### src/rtl/ex_mem_stage_pkg.sv
// Shared pipeline defines for stage-boundary registers.
// Holds reset/stall polarities, bubble encodings and stall-decode helper.
// Widths of the datapath are set per instance; values here are width-cast at use.
package ex_mem_stage_pkg;

  localparam logic        RstEnable  = 1'b1;
  localparam logic        Stop       = 1'b1;
  localparam logic        NoStop     = 1'b0;
  localparam logic [31:0] ZeroWord   = 32'h0000_0000;
  localparam logic [7:0]  NopOp      = 8'h00;
  localparam logic [4:0]  NOPRegAddr = 5'b00000;

  typedef enum logic [1:0] {
    MODE_ADVANCE = 2'd0,
    MODE_BUBBLE  = 2'd1,
    MODE_HOLD    = 2'd2
  } stage_mode_e;

  // Classify an edge from this stage's stall bit and the downstream stall bit.
  function automatic stage_mode_e decode_stall(input logic here, input logic down);
    if (here == NoStop)     return MODE_ADVANCE;
    else if (down == Stop)  return MODE_HOLD;
    else                    return MODE_BUBBLE;
  endfunction

endpackage

### src/rtl/ex_mem_stage_sat_counter.sv
// Saturating up-counter with enable; sticks at all-ones instead of wrapping.
// Latency: count updates on the rising edge after en.
// Backpressure: none; en is sampled every cycle.
module sat_counter #(
  parameter int W = 16
) (
  input  logic         clk,
  input  logic         rst,
  input  logic         en,
  output logic [W-1:0] count
);

  // Count enabled cycles, holding at the maximum value once reached.
  always_ff @(posedge clk) begin
    if (rst) begin
      count <= '0;
    end else if (en && (count != {W{1'b1}})) begin
      count <= count + 1'b1;
    end
  end

endmodule

### src/rtl/ex_mem_stage.sv
// EX/MEM boundary register with flush, bubble insertion, hold and multi-cycle carry-over.
// Latency: 1 cycle EX to MEM; all outputs registered.
// Backpressure: stall[STAGE] stops capture; bubble if downstream runs, hold if it is stalled too.
module ex_mem_stage
  import ex_mem_stage_pkg::*;
#(
  parameter int DATA_W = 32,
  parameter int REG_AW = 5,
  parameter int OP_W   = 8,
  parameter int STAGE  = 3,
  parameter int CNT_W  = 2,
  parameter int EXC_W  = 32,
  parameter int PERF_W = 16
) (
  input  logic                clk,
  input  logic                rst,
  input  logic [5:0]          stall,
  input  logic                flush,
  input  logic [REG_AW-1:0]   ex_wd,
  input  logic                ex_wreg,
  input  logic [DATA_W-1:0]   ex_wdata,
  input  logic [OP_W-1:0]     ex_aluop,
  input  logic [DATA_W-1:0]   ex_mem_addr,
  input  logic [DATA_W-1:0]   ex_reg2,
  input  logic                ex_whilo,
  input  logic [DATA_W-1:0]   ex_hi,
  input  logic [DATA_W-1:0]   ex_lo,
  input  logic [EXC_W-1:0]    ex_excepttype,
  input  logic [DATA_W-1:0]   ex_inst_addr,
  input  logic                ex_in_delayslot,
  input  logic [2*DATA_W-1:0] hilo_tmp_i,
  input  logic [CNT_W-1:0]    cnt_i,
  output logic [REG_AW-1:0]   mem_wd,
  output logic                mem_wreg,
  output logic [DATA_W-1:0]   mem_wdata,
  output logic [OP_W-1:0]     mem_aluop,
  output logic [DATA_W-1:0]   mem_mem_addr,
  output logic [DATA_W-1:0]   mem_reg2,
  output logic                mem_whilo,
  output logic [DATA_W-1:0]   mem_hi,
  output logic [DATA_W-1:0]   mem_lo,
  output logic [EXC_W-1:0]    mem_excepttype,
  output logic [DATA_W-1:0]   mem_inst_addr,
  output logic                mem_in_delayslot,
  output logic                mem_valid,
  output logic [2*DATA_W-1:0] hilo_tmp_o,
  output logic [CNT_W-1:0]    cnt_o,
  output logic [PERF_W-1:0]   bubble_cnt
);

  stage_mode_e mode;
  logic        do_rst;
  logic        clear_payload;
  logic        clear_carry;
  logic        count_bubble;

  // Only our bit and the downstream bit matter; the rest of the vector is ignored.
  logic unused_stall_bits;
  assign unused_stall_bits = ^stall;

  // Decode this edge's action; reset beats flush beats stall handling.
  always_comb begin
    mode          = decode_stall(stall[STAGE], stall[STAGE+1]);
    do_rst        = (rst == RstEnable);
    clear_payload = do_rst || flush || (mode == MODE_BUBBLE);
    clear_carry   = do_rst || flush || (mode == MODE_ADVANCE);
    count_bubble  = !do_rst && !flush && (mode == MODE_BUBBLE);
  end

  // Payload register: bubble on reset/flush/bubble, capture on advance, otherwise hold.
  always_ff @(posedge clk) begin
    if (clear_payload) begin
      mem_wd           <= REG_AW'(NOPRegAddr);
      mem_wreg         <= 1'b0;
      mem_wdata        <= DATA_W'(ZeroWord);
      mem_aluop        <= OP_W'(NopOp);
      mem_mem_addr     <= DATA_W'(ZeroWord);
      mem_reg2         <= DATA_W'(ZeroWord);
      mem_whilo        <= 1'b0;
      mem_hi           <= DATA_W'(ZeroWord);
      mem_lo           <= DATA_W'(ZeroWord);
      mem_excepttype   <= '0;
      mem_inst_addr    <= DATA_W'(ZeroWord);
      mem_in_delayslot <= 1'b0;
      mem_valid        <= 1'b0;
    end else if (mode == MODE_ADVANCE) begin
      mem_wd           <= ex_wd;
      mem_wreg         <= ex_wreg;
      mem_wdata        <= ex_wdata;
      mem_aluop        <= ex_aluop;
      mem_mem_addr     <= ex_mem_addr;
      mem_reg2         <= ex_reg2;
      mem_whilo        <= ex_whilo;
      mem_hi           <= ex_hi;
      mem_lo           <= ex_lo;
      mem_excepttype   <= ex_excepttype;
      mem_inst_addr    <= ex_inst_addr;
      mem_in_delayslot <= ex_in_delayslot;
      mem_valid        <= 1'b1;
    end
  end

  // Multi-cycle carry-over: loop back to EX on every stalled edge, drop it once EX advances.
  always_ff @(posedge clk) begin
    if (clear_carry) begin
      hilo_tmp_o <= '0;
      cnt_o      <= '0;
    end else begin
      hilo_tmp_o <= hilo_tmp_i;
      cnt_o      <= cnt_i;
    end
  end

  sat_counter #(
    .W (PERF_W)
  ) u_bubble_cnt (
    .clk   (clk),
    .rst   (do_rst),
    .en    (count_bubble),
    .count (bubble_cnt)
  );

endmodule

### config.mk
export PLATFORM = sky130hd
export DESIGN_NAME = ex_mem_stage
export DESIGN_NICKNAME = d
export VERILOG_FILES = /design/src/rtl/ex_mem_stage_pkg.sv /design/src/rtl/ex_mem_stage_sat_counter.sv /design/src/rtl/ex_mem_stage.sv
export SDC_FILE = /design/constraint.sdc
export NUM_CORES = 1
export LEC_CHECK = 0
export BUFFER_PORTS_ARGS = -buffer_cell sky130_fd_sc_hd__buf_4
export CAP_MARGIN = 15
export CORE_AREA = 2 2 251 253
export CTS_BUF_LIST = sky130_fd_sc_hd__clkbuf_8
export DETAILED_ROUTE_END_ITERATION = 10
export DIE_AREA = 0 0 253 255
export PLACE_DENSITY_LB_ADDON = 0.12
export SETUP_SLACK_MARGIN = 0.2
export SYNTH_ARGS = -nofsm -noshare
export SYNTH_HDL_FRONTEND = slang
export SYNTH_HIERARCHICAL = 1
export SYNTH_SLANG_ARGS = --single-unit
### constraint.sdc
create_clock -name clk -period 2.1 [get_ports clk]
set_input_delay 0.21 -clock clk [delete_from_list [all_inputs] [get_ports clk]]
set_output_delay 0.21 -clock clk [all_outputs]
set_load 0.01 [all_outputs]
# After elaboration in Yosys (flattened, before gate mapping)
# Index checks and enable logic that the tools add are counted.
[totals]
reg_bits = 323
latchBits = 0
ramBits = 0
memories = 0
wordCells = 30
inputBits = 315
output_inout_bits = 323
rom_bits = 0
[op_classes]
addsub = 1
bitwise_logic = 0
eq_ne = 2
n_div = 0
shift = 0
n_mux = 2
n_mul = 0
magnitude_cmp = 0
n_reduce_logical = 9
[op_table]
columns = ["cell", "count"]
rows = [
  ["adder 16 x 1 -> 16 bit (second input constant)", 1],
  ["inequality test 16 bit (second input constant)", 1],
  ["two-way mux 2 bit", 2],
  ["logical AND 1 bit", 3],
  ["logical OR 1 bit", 3],
  ["== test 2 x 1 -> 1 bit (second input constant)", 1],
  ["zero test 1 bit", 2],
  ["zero test 2 bit", 1],
]

# Depth between registers and ports, before layout
[depth]
word_depth = 5
mapped_depth = 8
ltp_nobuf = 6

# By module
# The synthesis kept the hierarchy.
[by_module_without_submodules]
columns = ["module", "n_inst", "cells_each", "seq_area_each_um2", "area_per_inst_um2"]
rows = [
  ["ex_mem_stage", 1, 1220, 6145.9, 11994.0],
  ["sat_counter", 1, 99, 320.3, 848.3],
]

# Worst setup path before layout
# Ideal clock, no wire load.
[synth_timing]
kind = "input -> register"
startpoint = "input port flush"
endpoint = "register u_bubble_cnt.count[7]"
setup_time_ns = 0.070
path_slack_ns = -0.064
t_required_ns = 2.030
n_path_buf = 3
t_arrival_ns = 2.094
stages = 8
path_cell_list = "or2_1 > buf_2 > buf_6 > nor3b_1 > nand2_1 > clkbuf_1 > or4_1 > a21oi_1"
[synth_via]
elab_chain_len = 4
[synth_rtl]
columns = ["item", "line_no", "text"]
rows = [
  ["from (decl)", "ex_mem_stage.sv:18", "input logic flush,"],
  ["zero test 1 bit", "ex_mem_stage.sv:67", "count_bubble = !do_rst && !flush && (mode == MODE_BUBBLE);"],
  ["logical AND 1 bit (2 in series)", "ex_mem_stage.sv:67", ""],
  ["named net count_bubble", "ex_mem_stage.sv:55", "logic count_bubble;"],
  ["logical AND 1 bit", "ex_mem_stage_sat_counter.sv:17", "end else if (en && (count != {W{1'b1}})) begin"],
  ["to (signal assigned)", "ex_mem_stage_sat_counter.sv:18", "count <= count + 1'b1;"],
  ["to (decl)", "ex_mem_stage_sat_counter.sv:10", "output logic [W-1:0] count"],
]
# The timed path passes the listed nets, and every way through them passes these cells.
# A chain may end at the register's enable or synchronous reset.

# Worst setup path in the final report
[layout_timing]
startpoint = "input port rst"
endpoint = "register u_bubble_cnt.count[7]"
[layout_via]
elab_chain_len = 4
[layout_rtl]
columns = ["item", "line_no", "text"]
rows = [
  ["from (decl)", "ex_mem_stage.sv:16", "input logic rst,"],
  ["zero test 1 bit", "ex_mem_stage.sv:67", ""],
  ["logical AND 1 bit (2 in series)", "ex_mem_stage.sv:67", ""],
  ["named net count_bubble", "ex_mem_stage.sv:55", ""],
  ["logical AND 1 bit", "ex_mem_stage_sat_counter.sv:17", ""],
]
# The timed path passes the listed nets, and every way through them passes these cells.

==> summary.md <==
| Metric | Value |
|---|---|
| Root Driver | `clkbuf_8` |
| Initial antenna violation count | `9` |
| Post-synth EDFFs | `0` |
| Via count | `12900` |
| Total GRT Usage | `15.1%` |
| Pre-CTS setup slack | `0.0975 ns` |
| DRT iter0 DRCs | `606` |
| Placeable Area | `62200 um2` |
| Net count after synthesis | `1635` |
| CP Launch Type | `input port` |
| Worst Path Required | `2.68 ns` |
| Mapped Avg Cell Area | `9.74 um2` |
| Top post-synthesis cells by count | `dfxtp_1, nand2b_1, nand3_1, a21oi_2, a21oi_1` |
| Mapped Cells | `1319` |
| Row count | `92` |
| Hold path start | `stall[3]` |
| Synth warn | `6` |
| Hold Crit Endpoint | `mem_valid` |
| H-tree levels | `3` |
| Synth area leader | `dfxtp_1` |
| TritonCTS buffer count | `68` |
| Worst skew pair latency | `0.65 ns` |
| Grt ovf | `0` |
| Power density over cell area | `660 nW/um2` |
| Yosys reg bits | `323` |
| Cell area after synthesis | `12800 um2` |
| First-pass GRT wire length | `75600 um` |
| Final hold violation count | `0` |
| Die ar. | `64500 um2` |
| # clock sinks | `323` |
| Yosys cell types | `40` |
| CTS clk-pin slew, worst paths | `0.06 ns` |
| FF-to-FF path depth | `4` |
| Setup Viol. Count Final | `0` |
| Starting Density | `20.7%` |
| Total Nets Final | `2561` |
| Port Buffers | `633` |
| Hpwl dp | `34700 um` |
| Reg2reg setup slack | `0.34 ns` |
| Die X | `253 um` |
| Final core utilization | `36.5%` |
| RD Place Congestion | `0.751` |
| Worst VDD drop | `0.000418 V` |
| Setup TNS | `0 ns` |
| CP Max Fanout | `8` |
| P&R area growth vs syn | `76.6%` |
| Async set-or-reset flop fraction in the synthesized netlist | `0%` |
| Synth top area cells | `dfxtp_1, nand2b_1, a21oi_2, nand3_1, and3_1` |
| Total wire length | `52000 um` |
| Leak pwr | `9.58 nW` |
| Ratio of cells with drive above 1 in the final layout | `41.0%` |
| Reg-to-reg critical path endpoint | `u_bubble_cnt/count[15]` |
| Crit path DAT | `2.35 ns` |
| Fillers | `6435` |
| DR WL/cell | `16.8 um` |
| Worst slew margin | `17.1%` |
| Shortest period the worst path allows | `1.77 ns` |
| DRC | `0` |
| Die height | `255 um` |
| Vias per cell | `4.18` |
| Top-count cell post-synth | `dfxtp_1` |
| Worst hold margin | `0.158 ns` |
| Max Clock Freq | `0.564 GHz` |
| Slew Viols, Final | `0` |
| CTS tree | `built` |
| Initial DRT Pass Iterations | `4` |
| Measured slew at the worst slew-check pin | `1.24 ns` |
| Synth top area share | `50.4%` |
| Vias in the first global route | `12800` |
| Crit end category | `flop` |
| # Post-CTS Setup Buffers | `0` |
| Hold Path Depth | `3` |
| Final Cycle Share | `84.4%` |
| Min setup slack post-route | `0.328 ns` |
| Register area share after synthesis | `50.4%` |
| Ys flop type | `dfxtp_1` |
| Hold Crit Class | `in -> reg` |
| ANT nets after route | `0` |
| Outcome | `completed` |
| Largest net degree at the start of global routing | `265` |
| Max-Cap Viols | `0` |
| Total power | `0.0150 W` |
| WS Path Type | `in -> reg` |
| Final Skew | `0.0338 ns` |
| I/O pin count | `638` |
| Unrepaired setup endpoints after global routing | `no` |
| Worst reg2reg startpoint | `u_bubble_cnt/count[9]` |
| CTS Buffer Depth | `3` |
## logic make-up (layout without fill, tap and decap cells)
kind of cell	after synthesis	count (layout)	synth area share, %
adders and majority gates	1	1	0.0974
xor gates and xnor gates	2	2	0.136
muxes	2	2	0.166
AOI/OAI and AO/OA	264	264	15.5
and+or+nand+nor	598	598	27.6
buffers and inverters	129	1098	6.19
DFF	323	323	50.4
other	0	2	0
## through the flow
step / cells / instance area (um2)
2_1_floorplan: 1319 / 12900
5_1_grt: 3089 / 22700
3_3_place_gp: 2641 / 18100
4_1_cts: 3087 / 22700
6_report: 3089 / 22700
3_5_place_dp: 2641 / 18100
## critical path: stages
cell	delay, ns
dlygate4sd3_1	0.54
buf_4	0.14
or2_4	0.26
nor3b_4	0.23
nand2_2	0.17
buf_4	0.18
or4_1	0.46
a21oi_1	0.15
## layout by cell type (no fill, tap or decap), types with 4 or more instances in the layout
master,instances
a21oi_1,81
a21oi_2,170
and3_1,67
buf_12,7
buf_4,640
clkbuf_8,80
clkinv_2,5
dfxtp_1,322
dlygate4sd3_1,333
inv_1,25
nand2_1,6
nand2b_1,240
nand3_1,226
nand3_2,20
nor2_1,6
nor3_1,4
o21ai_0,4
o31ai_1,6
or4_1,7
## flip-flops by register name, indices dropped and copies added (netlist names), 2 cells and up
signal              cells
mem_inst_addr          32
hilo_tmp_o             64
u_bubble_cnt/count     16
mem_mem_addr           32
mem_hi                 32
mem_wdata              32
mem_lo                 32
mem_reg2               32
mem_wd                  5
cnt_o                   2
mem_excepttype         32
mem_aluop               8
## area by class of cell
type                       instances  area, um2  share of cell area (%)
timing repair buffer             982       8310                    36.6
clock inverter                    34        198                   0.872
clock buffer                      79       1090                    4.79
multi-input combinational        867       5610                    24.7
antenna                            2       5.00                  0.0221
tap                              799       1000                    4.41
inverter                           3       11.3                  0.0496
sequential                       323       6470                    28.5
## metal layers
layer	up-vias	share of wire (%)	track usage, %
met2	376	49	25.6
met4	10	3.9	7.19
li1	6393	-	-
met3	114	7.2	5.16
met5	-	0.14	0
met1	6026	40	17.1
## how the worst max path moves through the flow
| stage | from | endpoint | slack [ns] |
|---|---|---|---|
| 6_report | rst | u_bubble_cnt/count[7] | 0.33 |
| 5_1_grt | u_bubble_cnt/count[5] | u_bubble_cnt/count[15] | 0.20 |
| 4_1_cts | rst | u_bubble_cnt/count[7] | 0.32 |
| 3_5_place_dp | flush | u_bubble_cnt/count[7] | 0.1 |
| 3_3_place_gp | flush | u_bubble_cnt/count[7] | 0.16 |
| 2_1_floorplan | flush | u_bubble_cnt/count[7] | 0.22 |
## where the power goes
group          leakage [nW]  internal, W  switching (W)
clock network         0.742      0.00345        0.00301
logic                  6.21      0.00120       0.000917
registers              2.63      0.00631      0.0000815
## repair_timing
item,in CTS,in global routing
gates resized for setup,0,2
setup endpoints to repair,0,2
hold endpoints to repair,320,0
hold buffers,333,0
Power figures use the tool's default switching activity.
